===== src/rtl/cpu_bus_pkg.sv =====
// Shared definitions for the CPU bus controller: state encoding and default widths.
package cpu_bus_pkg;

  localparam int DEFAULT_AW = 32;
  localparam int DEFAULT_DW = 32;
  localparam logic [31:0] DEFAULT_OPEN_BUS = 32'hFFFF_FFFF;

  typedef enum logic [1:0] {
    ST_IDLE = 2'd0,
    ST_REQ  = 2'd1,
    ST_RESP = 2'd2
  } bus_state_e;

endpackage


===== src/rtl/cpu_bus_ctrl_timeout_ctr.sv =====
// Device-ack timeout counter: clear to zero, count up while enabled, flag the terminal count.
module bus_timeout_ctr #(
  parameter int unsigned TIMEOUT = 16
) (
  input  logic clk,
  input  logic rst,
  input  logic clr,
  input  logic en,
  output logic tc
);

  logic [15:0] count;

  always_ff @(posedge clk or posedge rst) begin
    if (rst) begin
      count <= '0;
    end else if (clr) begin
      count <= '0;
    end else if (en) begin
      count <= count + 16'd1;
    end
  end

  assign tc = (count == 16'(TIMEOUT - 1));

endmodule


===== src/rtl/cpu_bus_ctrl.sv =====
// CPU bus port controller: strobe edge detect, single-window decode, device req/ack
// bridge with timeout, and a one-cycle data-ready completion pulse back to the CPU.
module cpu_bus_ctrl
  import cpu_bus_pkg::*;
#(
  parameter int              AW       = DEFAULT_AW,
  parameter int              DW       = DEFAULT_DW,
  parameter logic [AW-1:0]   DEV_BASE = AW'(32'h0001_0000),
  parameter logic [AW-1:0]   DEV_SIZE = AW'(32'h0001_0000),
  parameter int unsigned     TIMEOUT  = 16,
  parameter logic [DW-1:0]   OPEN_BUS = DW'(DEFAULT_OPEN_BUS)
) (
  input  logic          i_cpu_clk,
  input  logic          i_rst,
  input  logic          i_bus_clk,
  input  logic          i_bus_we,
  input  logic [AW-1:0] i_bus_addr,
  input  logic [DW-1:0] i_bus_data,
  output logic [DW-1:0] o_bus_data,
  output logic          o_bus_data_ready,
  output logic          o_dev_req,
  output logic          o_dev_we,
  output logic [AW-1:0] o_dev_addr,
  output logic [DW-1:0] o_dev_wdata,
  input  logic [DW-1:0] i_dev_rdata,
  input  logic          i_dev_ack,
  output logic          o_err,
  output logic          o_overrun,
  output logic          o_busy,
  output logic [1:0]    o_dbg_state
);

  bus_state_e    state;
  logic          bus_clk_low_q;
  logic          strobe_edge;
  logic [AW-1:0] offset;
  logic          hit;
  logic          ctr_clr;
  logic          ctr_en;
  logic          ctr_tc;

  // Records that the strobe was seen low; cleared by reset so a strobe already
  // high when reset releases never counts as a rising edge.
  always_ff @(posedge i_cpu_clk or posedge i_rst) begin
    if (i_rst) begin
      bus_clk_low_q <= 1'b0;
    end else begin
      bus_clk_low_q <= ~i_bus_clk;
    end
  end

  assign strobe_edge = i_bus_clk & bus_clk_low_q;

  // Unsigned wrap makes addresses below DEV_BASE decode as misses.
  assign offset = i_bus_addr - DEV_BASE;
  assign hit    = (offset < DEV_SIZE);

  assign ctr_clr = (state == ST_IDLE);
  assign ctr_en  = (state == ST_REQ) && !i_dev_ack;

  bus_timeout_ctr #(.TIMEOUT(TIMEOUT)) u_timeout_ctr (
    .clk (i_cpu_clk),
    .rst (i_rst),
    .clr (ctr_clr),
    .en  (ctr_en),
    .tc  (ctr_tc)
  );

  // Device handshake: o_dev_req rises with stable we/addr/wdata and holds until the
  // cycle i_dev_ack is sampled high (or the timeout fires); ack is ignored while req=0.
  always_ff @(posedge i_cpu_clk or posedge i_rst) begin
    if (i_rst) begin
      state            <= ST_IDLE;
      o_bus_data       <= '0;
      o_bus_data_ready <= 1'b0;
      o_err            <= 1'b0;
      o_overrun        <= 1'b0;
      o_dev_req        <= 1'b0;
      o_dev_we         <= 1'b0;
      o_dev_addr       <= '0;
      o_dev_wdata      <= '0;
    end else begin
      o_bus_data_ready <= 1'b0;
      o_err            <= 1'b0;
      if (strobe_edge && state != ST_IDLE) begin
        o_overrun <= 1'b1;
      end
      case (state)
        ST_IDLE: begin
          if (strobe_edge) begin
            if (hit) begin
              o_dev_req   <= 1'b1;
              o_dev_we    <= i_bus_we;
              o_dev_addr  <= offset;
              o_dev_wdata <= i_bus_data;
              state       <= ST_REQ;
            end else begin
              o_bus_data_ready <= 1'b1;
              o_err            <= 1'b1;
              o_bus_data       <= OPEN_BUS;
              state            <= ST_RESP;
            end
          end
        end
        ST_REQ: begin
          if (i_dev_ack) begin
            o_dev_req        <= 1'b0;
            o_bus_data_ready <= 1'b1;
            o_bus_data       <= o_dev_we ? '0 : i_dev_rdata;
            state            <= ST_RESP;
          end else if (ctr_tc) begin
            o_dev_req        <= 1'b0;
            o_bus_data_ready <= 1'b1;
            o_err            <= 1'b1;
            o_bus_data       <= OPEN_BUS;
            state            <= ST_RESP;
          end
        end
        ST_RESP: begin
          state <= ST_IDLE;
        end
        default: begin
          state <= ST_IDLE;
        end
      endcase
    end
  end

  assign o_busy      = (state != ST_IDLE);
  assign o_dbg_state = state;

endmodule


===== config.mk =====
export PLATFORM = sky130hd
export DESIGN_NAME = cpu_bus_ctrl
export DESIGN_NICKNAME = d
export VERILOG_FILES = /design/src/rtl/cpu_bus_pkg.sv /design/src/rtl/cpu_bus_ctrl_timeout_ctr.sv /design/src/rtl/cpu_bus_ctrl.sv
export SDC_FILE = /design/constraint.sdc
export NUM_CORES = 1
export LEC_CHECK = 0
export ABC_AREA = 0
export BUFFER_PORTS_ARGS = -buffer_cell sky130_fd_sc_hd__buf_4
export CORE_MARGIN = 1
export CORE_UTILIZATION = 45
export DETAILED_ROUTE_END_ITERATION = 8
export GPL_TIMING_DRIVEN = 0
export MAX_ROUTING_LAYER = met4
export PLACE_DENSITY = 0.75
export SLEW_MARGIN = 20
export SYNTH_ARGS = -nofsm -noshare
export SYNTH_HDL_FRONTEND = slang
export SYNTH_HIERARCHICAL = 1
export SYNTH_SLANG_ARGS = --single-unit

===== constraint.sdc =====
create_clock -name i_cpu_clk -period 9.7 [get_ports i_cpu_clk]
set_clock_uncertainty 0.1 [all_clocks]
set_input_delay 1.455 -clock i_cpu_clk [delete_from_list [all_inputs] [get_ports i_cpu_clk]]
set_output_delay 1.455 -clock i_cpu_clk [all_outputs]
set_load 0.01 [all_outputs]

After elaboration in Yosys (flattened, before gate mapping) --
Cells that the tools add are included.
Storage, ports and cells: flip-flop bits (word level) 120, word-level logic and storage cells 58, input bits 101, output and inout port bits 104
Operators by class: add/subtract/negate cells 2, bitwise gates (word level) 2, $lt $le $gt $ge 1, reduce and logical (&&, ||, !) cells 11, eq/ne operators 6, mux-type cells 25
Operators with widths (count):
- $mux W32 | 5
- $pmux W32 S2 | 1
- $lt A32 B17 Y1 const B | 1
- $mux W16 | 2
- $sub A32 B17 Y32 const B | 1
- $add A16 B1 Y16 const B | 1
- $eq A16 B4 Y1 const B | 1
- $mux W1 | 9
- $mux W2 | 4
- $reduce_and A4 Y1 | 2
- $ne A2 B2 Y1 const B | 3
- $pmux W1 S2 | 3
- $reduce_bool A2 Y1 | 3
- $pmux W2 S2 | 1
- $ne A3 B3 Y1 const B | 1
- $reduce_and A3 Y1 | 1
- $eq A2 B1 Y1 const B | 1
- $logic_and A1 B1 Y1 | 2
- $logic_not A2 Y1 | 1
- $reduce_and A2 Y1 | 1
- $and A1 B1 Y1 | 1
- $logic_not A1 Y1 | 1
- $not A1 Y1 | 1

Depth between registers and ports, before layout --
depth after elaboration 5, gate-level depth with buffers 10, mapped depth without buffers 8

Cells and area by module --
The synthesis kept the hierarchy.
Modules (own cells, without submodules):
- cpu_bus_ctrl | sequential area each 2602.5 um2, area each 4431.8 um2, cells each 358, times used 1
- bus_timeout_ctr | sequential area each 400.4 um2, area each 874.6 um2, cells each 90, times used 1

Worst setup path after synthesis --
No wires, ideal clock.
path kind input-to-reg, start point input i_bus_addr[17], end point register o_dev_wdata[0], setup time 0.127 ns, path buffers 2, cell stages on the path 10, data required time 9.473 ns, arrival time 3.538 ns, setup slack 5.935 ns, cells stage by stage inv_1 ha_1 or4b_1 nor3_1 a32oi_1 a2111oi_4 and3_4 buf_12 buf_6 mux2_1
On the way: cells in the longest elaborated chain, start to end 3
RTL lines:
- start, declared | line cpu_bus_ctrl.sv:17 | input logic [AW-1:0] i_bus_addr,
- $sub A32 B17 Y32 | line cpu_bus_ctrl.sv:55 | assign offset = i_bus_addr - DEV_BASE;
- $lt A32 B17 Y1 | line cpu_bus_ctrl.sv:56 | assign hit = (offset < DEV_SIZE);
- $reduce_and A3 Y1 (no source line)
- end signal, assigned | line cpu_bus_ctrl.sv:95 | o_dev_wdata <= i_bus_data;
- end, declared | line cpu_bus_ctrl.sv:24 | output logic [DW-1:0] o_dev_wdata,
Every way passes these cells. A chain may end at the register's enable or synchronous reset.

Worst setup path after layout --
start point input i_bus_addr[17], end point register o_dev_wdata[1]
The elaborated chain is that of the path after synthesis.

==> impl_metrics.env <==
export IMPL_endpoint_kind="flip-flop"
export IMPL_ys_top_cells_by_area="dfrtp_1 (57%), mux2_4 (8.5%), a21oi_1 (6.8%), nor2_1 (3.5%), mux2_2 (3.4%)"
export IMPL_p_sw_mw=0.248
export IMPL_rsz0062_at_grt="no"
export IMPL_crit_cells=11
export IMPL_pwr_density_cell_nw_per_um2=154
export IMPL_cp_max_fo=10
export IMPL_antenna_found_initial=0
export IMPL_path_clk_slew_ns=0.05
export IMPL_outcome="complete, no violations"
export IMPL_crit_end="o_dev_wdata[1]"
export IMPL_async_flop_share_pct=100
export IMPL_nets=776
export IMPL_combinationalPowerShare_pct=5.4
export IMPL_syn_to_final_growth_pct=44.0
export IMPL_dieArea_sq_um=12200
export IMPL_drc=0
export IMPL_place_hpwl_microns=10300
export IMPL_syn_num_nets=552
export IMPL_numClockSinks=120
export IMPL_setup_viol=0
export IMPL_crit_family="simple AND/OR/NAND/NOR gates"
export IMPL_ys_warnings_count=6
export IMPL_antenna_cells=0
export IMPL_cts_resized=0
export IMPL_num_rows=39
export IMPL_synth_flop_cell="dfrtp_1"
export IMPL_clockBufferDepth=2
export IMPL_slew_headroom_pct=57.2
export IMPL_syn_avg_cell_area_sq_um=11.8
export IMPL_r2r_start="u_timeout_ctr/count[7]"
export IMPL_grt_max_degree=63
export IMPL_ios=205
export IMPL_fillerInstances=847
export IMPL_max_stage_delay_ns=0.47
export IMPL_slew_violations=0
export IMPL_hp_class="flip-flop to flip-flop"
export IMPL_synth_cells=448
export IMPL_cts_root_buf="clkbuf_16"
export IMPL_die_h_microns=111
export IMPL_hold_buffers=0
export IMPL_synth_most_common_cell="dfrtp_1"
export IMPL_yosys_cell_types_count=48
export IMPL_postCtsSetupRepairBufs=0
export IMPL_antenna_left=0
export IMPL_critPathKind="primary input to flip-flop"
export IMPL_cpMaxStageDelayCell="or4b_1"
export IMPL_crit_chain="buf_4 > inv_1 > ha_1 > or4b_1 > nor3_1 > a32oi_1 > a2111oi_4 > and3_4 > buf_12 > buf_6 > mux2_1"
export IMPL_cp_buffers_inverters=4
export IMPL_initialDrtViolationCount=245
export IMPL_ir_drop_mv=0.132
export IMPL_seqPwrFrac_pct=42.6
export IMPL_wl_per_cell_microns=16.9
export IMPL_start_util_pct=46.3
export IMPL_critPathLaunchType="primary input"
export IMPL_swShare_pct=21.0
export IMPL_cap_violations=0
export IMPL_syn_area_sq_um=5310
export IMPL_synth_edff_count=0
export IMPL_clock_latency_ns=0.41
export IMPL_dr_pass1_iters=5
export IMPL_r2r_end="o_bus_data[1]"
export IMPL_finalWirelength_microns=14000
export IMPL_synth_top_cell_by_area="dfrtp_1"
export IMPL_tightest_slew_ns=0.642
export IMPL_core_area_sq_um=11500
export IMPL_p_leak_nw=3.69
export IMPL_hold_viol_final=0
export IMPL_r2r_cells=7
export IMPL_track_usage_pct=24.6
export IMPL_grt_overflow_total=0
export IMPL_p_clk_share_pct=52.0
export IMPL_finalCritPeriodShare_pct=39.3
export IMPL_vias=4350
export IMPL_die_x_microns=111
export IMPL_grt_pass1_vias=4338
export IMPL_synth_ff_latch_count=120
export IMPL_synth_top_area_share_pct=56.6
export IMPL_required_ns=9.88
export IMPL_port_buffers=204
export IMPL_grt_pass1_wl_microns=22700
export IMPL_regToRegSetupSlack_ns=6.96
export IMPL_startpoint="i_bus_addr[17]"
export IMPL_internal_power_mw=0.932
export IMPL_setup_tns_ns=0
export IMPL_numCtsBuffers=17
export IMPL_place_congestion=0.857
export IMPL_finalCriticalPeriod_ns=3.81
export IMPL_drive_above_1_share_pct=44.5
export IMPL_place_ws_ns=5.46
export IMPL_synth_common_cells="dfrtp_1 (120), a21oi_1 (72), nor2_1 (50)"
export IMPL_via_per_inst=5.25
export IMPL_seq_area_frac_synth_pct=56.6
export IMPL_arrival_ns=3.99
export IMPL_htreeDepth=4
export IMPL_max_freq_mhz=263
export IMPL_setup_ws_ns=5.89
export IMPL_cts_tree="yes"
[power groups by stage]
stage / Sequential, mW / Combinational, mW / Clock [mW]
4_1_cts: 0.503 / 0.0644 / 0.626
5_1_grt: 0.503 / 0.0698 / 0.653
2_1_floorplan: 0.512 / 0.0197 / 0
3_5_place_dp: 0.512 / 0.0641 / 0
6_report: 0.503 / 0.0638 / 0.613
3_3_place_gp: 0.512 / 0.0605 / 0
[final cells by class]
cell class                 count  area [sq um]  area share (%)
buffer                        24           184            2.41
clock buffer                  20           467            6.11
clock inverter                12           124            1.62
inverter                      11          46.3           0.606
multi-input combinational    293          2080            27.2
sequential                   120          3000            39.3
tap                          143           179            2.34
timing repair buffer         205          1560            20.4
[worst min-delay path by stage]
stage / start / end / slack [ns] / depth (start not counted)
finish: o_dev_wdata[0] / o_dev_wdata[0] / 0.38 / 1
global route: o_dev_wdata[3] / o_dev_wdata[3] / 0.41 / 1
CTS: o_dev_wdata[0] / o_dev_wdata[0] / 0.39 / 1
detailed placement: o_dev_wdata[0] / o_dev_wdata[0] / 0.38 / 1
global placement: o_overrun / o_overrun / 0.37 / 1
floorplan: bus_clk_low_q / o_overrun / 0.41 / 2
[logic make-up (layout without fill, tap and decap cells)]
logic type      after synthesis  count (layout)  share of synthesized area, %
buf+inv                      35             272                          4.24
xor+xnor                      4               4                         0.660
simple gates                133             133                          13.2
compound gates               97              97                          10.7
mux                          56              56                          14.0
flops                       120             120                          56.6
fa+ha+maj                     3               3                         0.707
[state kept, by name (all words and copies together) (netlist names)]
register,cells
o_err,1
u_timeout_ctr/count,16
o_dev_req,1
o_overrun,1
o_bus_data_ready,1
o_bus_data,32
o_dev_addr,32
bus_clk_low_q,1
o_dev_wdata,32
o_dbg_state,2
o_dev_we,1
[per-stage QoR]
step | hold slack, ns | instance area [sq um] | util, % | power, mW | instances
after floorplan | 0.407 | 5310 | - | 0.532 | 448
after CTS | 0.390 | 7640 | 66.6 | 1.19 | 828
final | 0.383 | 7640 | 66.6 | 1.18 | 828
after global routing | 0.413 | 7640 | 66.6 | 1.23 | 828
after global placement | 0.368 | 7020 | 61.2 | 0.572 | 795
after detailed placement | 0.377 | 7050 | 61.5 | 0.576 | 796
[placed cells by master (no fill, tap or decap), drive strengths merged, types with 8 or more instances in the layout]
cell,netlist,layout
buf,13,218
dfrtp,120,120
a21oi,72,72
mux2,54,54
nor2,50,50
clkbuf,11,31
nor2b,19,19
nand2,14,14
inv,11,12
nor4,10,10
o21ai,8,8
[per-layer routing]
layer  vias up  track usage (%)  wire length, microns  share of wire [%]
met5         -                -                     0                  0
met4         0             9.33                   316                2.3
met3        27             7.08                   790                5.6
met2       157             39.6                  7150                 51
met1      2127             29.2                  5760                 41
li1       2039                -                     -                  -
Note: power is estimated with default switching activity, not from simulation.
